<file path="src/rtl/mem_stage.sv">
// rtl/mem_stage.sv - pipeline memory stage with multi-cycle data-memory port
// Non-memory and illegal ops pass straight to write-back; legal loads/stores
// hold the upstream stage via stall until mem_ack or timeout abort.
module mem_stage #(
  parameter int TIMEOUT = 64
) (
  input  logic        clk,
  input  logic        rst,
  input  logic        in_valid,
  input  logic [15:0] addr,
  input  logic [15:0] wr_data,
  input  logic        MemRead,
  input  logic        MemWrite,
  input  logic        MemToReg_in,
  input  logic        Jump_in,
  input  logic [15:0] jumpAddr_in,
  input  logic [15:0] branch_or_pc_in,
  output logic        stall,
  output logic        mem_req,
  output logic        mem_we,
  output logic [15:0] mem_addr,
  output logic [15:0] mem_wdata,
  input  logic        mem_ack,
  input  logic [15:0] mem_rdata,
  output logic        out_valid,
  output logic [15:0] mem_data,
  output logic [15:0] ALU_result,
  output logic [15:0] jumpAddr,
  output logic [15:0] branch_or_pc,
  output logic        MemToReg,
  output logic        Jump,
  output logic        err
);

  typedef enum logic {IDLE, BUSY} state_t;

  localparam logic [7:0] CNT_LAST = 8'(TIMEOUT - 1);

  state_t      state_q, state_d;
  logic [7:0]  cnt;
  logic        cap_read, cap_mtr, cap_jump;
  logic [15:0] cap_jaddr, cap_bpc;

  logic is_mem, bad_op, legal_mem;
  logic do_pass, do_accept, do_done, do_abort, do_count;

  assign is_mem    = MemRead | MemWrite;
  assign bad_op    = (MemRead & MemWrite) | (is_mem & addr[0]);
  assign legal_mem = is_mem & ~bad_op;

  always_ff @(posedge clk or negedge rst) begin
    if (!rst) state_q <= IDLE;
    else      state_q <= state_d;
  end

  always_comb begin
    state_d   = state_q;
    stall     = 1'b0;
    do_pass   = 1'b0;
    do_accept = 1'b0;
    do_done   = 1'b0;
    do_abort  = 1'b0;
    do_count  = 1'b0;
    case (state_q)
      IDLE: begin
        if (in_valid) begin
          if (legal_mem) begin
            stall     = 1'b1;
            do_accept = 1'b1;
            state_d   = BUSY;
          end else begin
            do_pass = 1'b1;
          end
        end
      end
      BUSY: begin
        if (mem_ack) begin
          do_done = 1'b1;
          state_d = IDLE;
        end else if (cnt == CNT_LAST) begin
          // abort releases the upstream in the same cycle as a normal ack would
          do_abort = 1'b1;
          state_d  = IDLE;
        end else begin
          stall    = 1'b1;
          do_count = 1'b1;
        end
      end
      default: state_d = IDLE;
    endcase
  end

  always_ff @(posedge clk or negedge rst) begin
    if (!rst) begin
      mem_req      <= 1'b0;
      mem_we       <= 1'b0;
      mem_addr     <= '0;
      mem_wdata    <= '0;
      cnt          <= '0;
      cap_read     <= 1'b0;
      cap_mtr      <= 1'b0;
      cap_jump     <= 1'b0;
      cap_jaddr    <= '0;
      cap_bpc      <= '0;
      out_valid    <= 1'b0;
      mem_data     <= '0;
      ALU_result   <= '0;
      jumpAddr     <= '0;
      branch_or_pc <= '0;
      MemToReg     <= 1'b0;
      Jump         <= 1'b0;
      err          <= 1'b0;
    end else begin
      out_valid <= 1'b0;
      if (do_pass) begin
        out_valid    <= 1'b1;
        ALU_result   <= addr;
        mem_data     <= '0;
        err          <= bad_op;
        MemToReg     <= MemToReg_in;
        Jump         <= Jump_in;
        jumpAddr     <= jumpAddr_in;
        branch_or_pc <= branch_or_pc_in;
      end
      if (do_accept) begin
        mem_req   <= 1'b1;
        mem_we    <= MemWrite;
        mem_addr  <= addr;
        mem_wdata <= wr_data;
        cnt       <= '0;
        cap_read  <= MemRead;
        cap_mtr   <= MemToReg_in;
        cap_jump  <= Jump_in;
        cap_jaddr <= jumpAddr_in;
        cap_bpc   <= branch_or_pc_in;
      end
      if (do_count) cnt <= cnt + 8'd1;
      if (do_done || do_abort) begin
        mem_req      <= 1'b0;
        mem_we       <= 1'b0;
        out_valid    <= 1'b1;
        ALU_result   <= mem_addr;
        mem_data     <= (do_done && cap_read) ? mem_rdata : 16'h0000;
        err          <= do_abort;
        MemToReg     <= cap_mtr;
        Jump         <= cap_jump;
        jumpAddr     <= cap_jaddr;
        branch_or_pc <= cap_bpc;
      end
    end
  end

endmodule

</file>
<file path="config.mk">
export PLATFORM = sky130hd
export DESIGN_NAME = mem_stage
export DESIGN_NICKNAME = d
export VERILOG_FILES = /design/src/rtl/mem_stage.sv
export SDC_FILE = /design/constraint.sdc
export NUM_CORES = 1
export LEC_CHECK = 0
export ABC_AREA = 1
export CAP_MARGIN = 10
export CORE_MARGIN = 2
export CORE_UTILIZATION = 50
export DETAILED_ROUTE_END_ITERATION = 10
export PLACE_DENSITY = 0.84
export SETUP_SLACK_MARGIN = 0.1
export SYNTH_ARGS = -nofsm -noshare
export SYNTH_HDL_FRONTEND = slang
export SYNTH_SLANG_ARGS = --single-unit
</file>
<file path="constraint.sdc">
create_clock -name clk -period 2.25 [get_ports clk]
set_input_delay 0.45 -clock clk [delete_from_list [all_inputs] [get_ports clk]]
set_output_delay 0.45 -clock clk [all_outputs]
set_load 0.05 [all_outputs]
</file>
==> impl_metrics.json <==
{
  "status": "finished clean",
  "clock_sinks": 146,
  "drt-total-wl_mm": 16.6,
  "root_buffer": "clkbuf_16",
  "clock.fmax_mhz": 480,
  "internal_power_uw": 5760,
  "drtAntennaViolNets": 0,
  "ys_seq_elements": 146,
  "multi_input_comb_area_um2": 2200,
  "clkTransAtPathRegs_ns": 0.06,
  "rsz0062_at_grt": "false",
  "area_growth_pct": 43.0,
  "synthesis.area_um2": 6170,
  "syn_nets": 807,
  "grt_use_total_pct": 26.5,
  "io_buffers": 190,
  "synth.distinct_cells": 22,
  "first_pass_iters": 4,
  "avgSynthCellArea_um2": 8.59,
  "clock_latency_ns": 0.42,
  "hpwlAfterDp_mm": 11.1,
  "cts_tree": "yes",
  "path_max_fanout": 3,
  "antenna_found_initial": 0,
  "hold_viol": 0,
  "first_global_vias": 5505,
  "comb_power_share_pct": 33.7,
  "tns_ns": 0,
  "drv_cap": 0,
  "power.net_switching_uw": 3380,
  "ios": 191,
  "mostFrequentLayoutCell": "nand2_1",
  "mostFrequentLayoutCells": "nand2_1, clkdlybuf4s50_1, dfrtp_1",
  "cts_max_level": 4,
  "synthArstFlopShare_pct": 100,
  "ir_drop_mv": 0.812,
  "viasPerCell": 5.25,
  "power.density_nw_per_um2": 1040,
  "power_uw": 9130,
  "grt_pass1_wl_mm": 27.4,
  "ys_seq_area_share_pct": 59.2,
  "setup_ws_ns": 0.167,
  "start_util_pct": 51.3,
  "arrival_ns": 1.63,
  "drc": 0,
  "critPathMaxStageDelay_ns": 0.84,
  "final_nets": 991,
  "postPlaceCellArea_um2": 8270,
  "dieArea_um2": 13200,
  "synth-main-ff-cell": "dfrtp_1",
  "die_w_um": 115,
  "sw_frac_of_total_pct": 37.0,
  "clock_skew_ns": 0.00792,
  "cts_buffers": 17,
  "num_vias": 5576,
  "pwr-share-clk_pct": 28.2,
  "clock_path_buffers": 2,
  "synth_edf_count": 0,
  "avgRoutedWirePerCell_um": 15.6,
  "cp-end-kind": "output port",
  "r2r_slack_ns": 0.58,
  "sequentialPowerShare_pct": 38.1,
  "post-route-period-util_pct": 92.6,
  "maxSlewViolCount": 0,
  "fillers": 874,
  "synthCells": 718,
  "hold_class": "reg -> reg",
  "routabilityCongestion": 0.807,
  "regArea_um2": 3650,
  "max_slew_margin_pct": 61.3,
  "yosys_warnings": 0,
  "drtIter0Drc": 404,
  "max_slew.worst_pin.slew_ns": 0.579,
  "cp_cell_sequence": "clkdlybuf4s50_1",
  "die_h_um": 115,
  "setup_viol": 0,
  "num_rows": 40,
  "p_leak_uw": 0.00420,
  "dp_slack_ns": 0.191,
  "cpMaxStageDelayCell": "clkdlybuf4s50_1",
  "grt_max_degree": 54,
  "path_class": "reg -> out",
  "n_antenna_cell": 0,
  "critPathTopFamily": "buffers and inverters",
  "cp_num_buf_inv": 1,
  "startpoint_type": "flip-flop",
  "gr-total-overflow": 0,
  "drive_gt1_share_pct": 7.10,
  "design_area_um2": 8820,
  "core_area_um2": 12000,
  "fin_crit_ns": 2.08,
  "worstPathRequired_ns": 1.80
}
==> what timing repair did <==
action                                  4_1_cts  5_1_grt
endpoints found under the setup margin        0        1
hold buffers                                  1        0
resized for setup                             0        1
buffers inserted                              0        0
endpoints found under the hold margin        44        0
==> path summary, 6_finish.rpt <==
| path | from | endpoint | depth (start not counted) |
|---|---|---|---|
| min reg2reg | cap_jaddr[14]$_DFFE_PN0P_ | cap_jaddr[14]$_DFFE_PN0P_ | 2 |
| max in group asynchronous | rst | jumpAddr[5]$_DFFE_PN0P_ | 3 |
| min | cap_jaddr[14]$_DFFE_PN0P_ | cap_jaddr[14]$_DFFE_PN0P_ | 2 |
| min in group asynchronous | rst | mem_wdata[4]$_DFFE_PN0P_ | 2 |
| max reg2reg | cnt[0]$_DFFE_PN0P_ | err$_DFFE_PN0P_ | 8 |
| max | mem_addr[11]$_DFFE_PN0P_ | mem_addr[11] | 1 |
==> flip-flops by register name (all words and copies together), names as in the netlist, 8 cells and up <==
name	flops
cap_bpc	16
jumpAddr	16
cap_jaddr	16
mem_data	16
mem_wdata	16
ALU_result	16
cnt	8
mem_addr	16
branch_or_pc	16
==> per-stage QoR <==
step / util (%) / std cells / hold slack (ns)
floorplan: - / 718 / 0.154
global placement: 68.8 / 1029 / 0.410
detailed placement: 68.8 / 1029 / 0.410
CTS: 73.4 / 1062 / 0.481
global route: 73.4 / 1062 / 0.498
finish: 73.4 / 1062 / 0.475
==> Yosys cell counts (2+ instances only) <==
cell type	instances	area share [%]
or2_2	2	0.20
xnor2_1	2	0.28
o21ai_0	24	1.9
nor2_2	3	0.30
inv_1	26	1.6
nor2_1	8	0.49
nand3_1	63	5.1
nand2_1	332	20
inv_2	4	0.24
nand4_1	53	5.4
clkbuf_1	17	1.0
nand2_2	4	0.41
nand3_2	2	0.32
buf_2	14	1.1
dfrtp_1	146	59
buf_1	6	0.37
buf_4	7	0.85
==> worst register-to-register path, stage by stage (launching register included) <==
cell	delay [ns]
dfrtp_1	0.42
ha_1	0.25
nand2_2	0.12
nor2_2	0.06
nand4_4	0.08
buf_4	0.30
o21ai_0	0.13
nand2_1	0.11
nand2_1	0.07
==> routing by layer <==
metal  vias to the layer above  global-route usage, %  part of all wire [%]
li1                       2685                      -                     -
met1                      2652                   35.1                    43
met2                       211                   42.5                    48
met3                        28                   7.64                   7.8
met4                         0                   8.27                   1.9
met5                         -                      0                     0
==> power groups by stage <==
stage / registers (µW) / clock network (µW) / logic, µW
final: 3480 / 2570 / 3080
after global routing: 3530 / 2730 / 3270
after CTS: 3470 / 2600 / 3110
after detailed placement: 3500 / 0 / 3090
after global placement: 3490 / 0 / 3040
after floorplan: 4730 / 0 / 629
==> layout make-up <==
class                   instances  share of cell area [%]
well taps                     147                    2.09
flip-flops and latches        146                    41.4
clock inverters                 4                   0.255
repair buffers                209                    24.2
clock buffers                  28                    5.86
multi-input cells             498                    24.9
inverters                      30                    1.28
==> cells by family (layout without fill, tap and decap cells) <==
kind of cell,count (synthesis),in the layout,share of synthesized area (%)
fa+ha+maj,1,1,0.203
compound gates,26,26,2.17
buf+inv,74,271,5.21
simple gates,469,469,32.9
flops,146,146,59.2
xor+xnor,2,2,0.284
(Power assumes the default switching activity.)
